File: src/rtl/fpu_writeback_queue.sv
// Writeback FIFO between the FP ALU and the register-file write port.
// It also keeps sticky NaN/Inf/subnormal flags, updated as float-class results retire.
module fpu_writeback_queue #(
  parameter int DEPTH  = 4,
  parameter int ADDR_W = 5,
  parameter int CNT_W  = $clog2(DEPTH + 1)
) (
  input  logic              clk,
  input  logic              reset,
  input  logic              flush,
  input  logic              alu_valid,
  output logic              alu_ready,
  input  logic [31:0]       alu_result,
  input  logic [ADDR_W-1:0] alu_rd,
  input  logic              alu_is_int,
  output logic              wr_valid,
  input  logic              wr_ready,
  output logic [31:0]       wr_data,
  output logic [ADDR_W-1:0] wr_addr,
  output logic              wr_is_int,
  output logic [CNT_W-1:0]  count,
  output logic [2:0]        flags,
  input  logic              flags_clear
);

  localparam int PTR_W = $clog2(DEPTH);
  localparam logic [CNT_W-1:0] FULL = CNT_W'(DEPTH);

  typedef struct packed {
    logic [31:0]       result;
    logic [ADDR_W-1:0] rd;
    logic              is_int;
  } entry_t;

  entry_t           mem_q [DEPTH];
  logic [PTR_W-1:0] wr_ptr_q, wr_ptr_d;
  logic [PTR_W-1:0] rd_ptr_q, rd_ptr_d;
  logic [CNT_W-1:0] count_q, count_d;
  logic [2:0]       flags_q, flags_d;
  logic             push, pop;
  entry_t           head;
  logic [7:0]       head_exp;
  logic [22:0]      head_man;
  logic [2:0]       new_bits;

  assign alu_ready = (count_q != FULL);
  assign wr_valid  = (count_q != '0);
  assign push      = alu_valid & alu_ready;
  assign pop       = wr_valid & wr_ready;

  always_comb begin
    head = '0;
    if (wr_valid) begin
      head = mem_q[rd_ptr_q];
    end
  end

  assign wr_data   = head.result;
  assign wr_addr   = head.rd;
  assign wr_is_int = head.is_int;
  assign count     = count_q;
  assign flags     = flags_q;

  assign head_exp = head.result[30:23];
  assign head_man = head.result[22:0];

  // A pop squashed by flush never retires, so it contributes no flags.
  always_comb begin
    new_bits = 3'b000;
    if (pop && !flush && !head.is_int) begin
      new_bits[2] = (head_exp == 8'hFF) && (head_man != '0);
      new_bits[1] = (head_exp == 8'hFF) && (head_man == '0);
      new_bits[0] = (head_exp == 8'h00) && (head_man != '0);
    end
  end

  always_comb begin
    flags_d  = (flags_clear ? 3'b000 : flags_q) | new_bits;
    wr_ptr_d = wr_ptr_q;
    rd_ptr_d = rd_ptr_q;
    count_d  = count_q;
    if (flush) begin
      wr_ptr_d = '0;
      rd_ptr_d = '0;
      count_d  = '0;
    end else begin
      if (push) begin
        wr_ptr_d = wr_ptr_q + PTR_W'(1);
      end
      if (pop) begin
        rd_ptr_d = rd_ptr_q + PTR_W'(1);
      end
      case ({push, pop})
        2'b10:   count_d = count_q + CNT_W'(1);
        2'b01:   count_d = count_q - CNT_W'(1);
        default: count_d = count_q;
      endcase
    end
  end

  // Storage has no reset; emptiness is tracked by count alone.
  always_ff @(posedge clk) begin
    if (push) begin
      mem_q[wr_ptr_q] <= '{result: alu_result, rd: alu_rd, is_int: alu_is_int};
    end
  end

  always_ff @(posedge clk) begin
    if (reset) begin
      wr_ptr_q <= '0;
      rd_ptr_q <= '0;
      count_q  <= '0;
      flags_q  <= 3'b000;
    end else begin
      wr_ptr_q <= wr_ptr_d;
      rd_ptr_q <= rd_ptr_d;
      count_q  <= count_d;
      flags_q  <= flags_d;
    end
  end

endmodule

File: config.mk
export PLATFORM = sky130hd
export DESIGN_NAME = fpu_writeback_queue
export DESIGN_NICKNAME = d
export VERILOG_FILES = /design/src/rtl/fpu_writeback_queue.sv
export SDC_FILE = /design/constraint.sdc
export NUM_CORES = 1
export LEC_CHECK = 0
export CAP_MARGIN = 10
export CORE_MARGIN = 10
export CORE_UTILIZATION = 25
export DETAILED_ROUTE_END_ITERATION = 8
export PLACE_DENSITY_LB_ADDON = 0.15
export SLEW_MARGIN = 20
export SYNTH_ARGS = -nofsm -noshare
export SYNTH_HDL_FRONTEND = slang
export SYNTH_SLANG_ARGS = --single-unit
File: constraint.sdc
create_clock -name clk -period 2.03 [get_ports clk]
set_input_delay 0.406 -clock clk [delete_from_list [all_inputs] [get_ports clk]]
set_output_delay 0.406 -clock clk [all_outputs]
set_load 0.01 [all_outputs]
==> results.py <==
metrics = {
    "status": {
        "status": "finished, violations left",
        "violations": "negative setup slack",
    },
    "critical_path": {
        "crit_type": "reg -> out",
        "arrival_ps": 1900,
        "required_ps": 1620,
        "reg2reg_depth": 6,
        "path_depth": 6,
        "worstPathCellList": "buf_6 > buf_12 > buf_12 > mux4_2 > and2_4 > buf_6",
        "slowest_stage": "mux4_2",
        "critPathTopFamily": "multiplexers",
        "endpoint_kind": "output port",
        "path_max_fanout": 5,
        "cp.buffers_inverters": 4,
        "cpPeakStageDelay_ps": 490,
        "critPathLaunchType": "register",
    },
    "hold_path": {
        "holdPathStages": 2,
        "min_from": "flags[0]$_SDFF_PP0_",
        "hp-class": "reg -> reg",
    },
    "cts": {
        "clockBufferDepth": 2,
        "cts_tree": "built",
        "htreeDepth": 4,
        "clock_sinks": 164,
        "clock_latency_ps": 410,
        "path_clk_slew_ps": 60,
        "numCtsBuffers": 17,
        "root_buffer": "clkbuf_16",
    },
    "placement": {
        "placed_cell_area_um2": 8140,
        "dp_hpwl_um": 10500,
        "gp_congestion": 0.748,
        "port_buffers": 89,
    },
    "final_layout": {
        "layout_commonest_cell": "edfxtp_1",
        "fin_nets": 545,
        "synthToLayoutAreaGrowth_pct": 44.3,
        "postLayoutCellArea_um2": 9220,
        "mostFrequentLayoutCells": "edfxtp_1, buf_4, clkdlybuf4s50_1",
        "drive_above_1_share_pct": 48.2,
        "fill_cells": 2345,
        "diodes": 0,
    },
    "job": {
        "max_cap_violations": 0,
    },
    "die": {
        "pin_count": 90,
        "die_w_um": 180,
        "initial_core_util_pct": 25.4,
        "core-area_um2": 25200,
        "die_h_um": 180,
        "row_count": 58,
        "die_area_um2": 32400,
    },
    "global_routing": {
        "grt-ovfl-total": 0,
        "grt_pass1_vias": 4025,
        "grt_max_degree": 28,
        "grtUsageTotal_pct": 10.7,
        "grt_pass1_wl_um": 25600,
        "grt_antenna_before_repair": 0,
    },
    "timing": {
        "hold_viol": 0,
        "finalWorstSetupSlack_ps": -279,
        "layout_min_cycle_time_ps": 2310,
        "final-max-slew-violation-count": 0,
        "max_freq_ghz": 0.433,
        "fin_hold_ws_ps": 499,
        "rsz0062_at_grt": "true",
        "finalCritPeriodShare_pct": 114,
        "tightest_slew_ps": 311,
        "maxSlewHeadroom_pct": 79.2,
        "setup_viol": 42,
        "finalClockSkew_ps": 8.83,
    },
    "drt": {
        "post_drt_wl_per_cell_um": 20.6,
        "drc": 0,
        "first_iter_violations": 199,
        "vias_per_cell": 4.29,
        "num_vias": 3597,
        "drt-total-wl_um": 17300,
        "ant_nets": 0,
        "dr.pass1.iters": 4,
    },
    "logic_synthesis": {
        "yosysSeqAreaShare_pct": 75.2,
        "syn-num-nets": 370,
        "syn_area_um2": 6390,
        "synth.distinct_cells": 30,
        "synth_seq_cells": 164,
        "yosys_warnings": 0,
        "syn-mean-instance-area_um2": 20.0,
        "syn-instance-count": 320,
    },
    "power_and_ir_drop": {
        "peakVddDrop_v": 0.000496,
        "power.density_nw_per_um2": 820,
        "p_leak_uw": 0.00319,
    },
}
==> Yosys cell counts <==
cell / count / share of area, %
edfxtp_1: 152 / 71
and2_1: 38 / 3.7
mux4_2: 35 / 12
dfxtp_1: 12 / 3.8
nand2_1: 10 / 0.59
nor2_1: 9 / 0.53
clkbuf_1: 8 / 0.47
inv_1: 8 / 0.47
nor4_1: 6 / 0.59
ha_1: 5 / 0.98
and3_1: 4 / 0.39
xor2_1: 4 / 0.55
a21oi_1: 3 / 0.23
buf_2: 3 / 0.23
mux4_1: 3 / 1.2
or3_1: 3 / 0.29
nand4_1: 2 / 0.20
o21ai_0: 2 / 0.16
o31ai_1: 2 / 0.23
buf_4: 1 / 0.12
buf_6: 1 / 0.18
fa_1: 1 / 0.31
nand3_1: 1 / 0.078
nand3b_1: 1 / 0.12
nor3_1: 1 / 0.078
nor3_2: 1 / 0.16
o31ai_2: 1 / 0.20
or2_2: 1 / 0.098
or4_4: 1 / 0.18
xnor2_1: 1 / 0.14
==> sequential cells by signal, summed over array words and instances, names as in the netlist, named ones only <==
name	count
mem_q	152
wr_ptr_q	2
flags	3
count	3
rd_ptr_q	2
==> routing by layer <==
metal	global-route usage, %	wire (um)
met1	14.1	8200
met2	16.7	8120
met3	3.09	817
met5	0	0
met4	2.88	132
==> layout make-up <==
| type | count | area (um2) | area share, % |
|---|---|---|---|
| timing repair buffer | 169 | 1780 | 19.3 |
| clock inverter | 14 | 113 | 1.22 |
| tap | 330 | 413 | 4.48 |
| sequential | 164 | 4810 | 52.2 |
| inverter | 8 | 35.0 | 0.380 |
| clock buffer | 18 | 429 | 4.65 |
| multi-input combinational | 135 | 1640 | 17.8 |
==> final timing paths <==
kind | endpoint | slack (ps)
hold reg to reg | flags[0]$_SDFF_PP0_ | 500
setup / recovery | wr_data[27] | -280
hold / removal | flags[0]$_SDFF_PP0_ | 500
setup reg to reg | flags[1]$_SDFF_PP0_ | -250
==> power breakdown <==
part	internal (uW)	total [uW]	switching [uW]
Sequential	3780	3800	19.8
Combinational	463	812	349
Clock	1680	2950	1270
Total	5920	7560	1640
==> worst reg2reg max path: stages, from the launching register on <==
cell	delay [ps]
dfxtp_4	380
buf_4	200
mux4_2	560
nor3_4	260
nand2_1	90
or4_4	540
o31ai_2	180
==> through the flow <==
stage               cells  TNS (ps)  power (uW)  setup WS (ps)  util (%)
global placement      770     -7920        4510           -282      32.3
floorplan             320     -16.3        4110          -16.3         -
global route          838    -12500        7880           -364      36.6
detailed placement    770     -8320        4520           -333      32.3
CTS                   835    -11910        7670           -384      36.5
finish                838     -8910        7560           -279      36.6
==> cell families after synthesis <==
family / Yosys count / synth area share, %
mux: 38 / 13.6
xor+xnor: 5 / 0.685
simple gates: 78 / 7.01
buf+inv: 21 / 1.47
fa+ha+maj: 6 / 1.29
compound gates: 8 / 0.822
flops: 164 / 75.2
==> repair_timing <==
item / in CTS / in global routing
hold buffers: 0 / 0
resized for setup: 234 / 25
pin swaps: 37 / 9
setup buffers: 27 / 9
setup endpoints to repair: 44 / 44
cloned: 6 / 0
(Power assumes the default switching activity.)
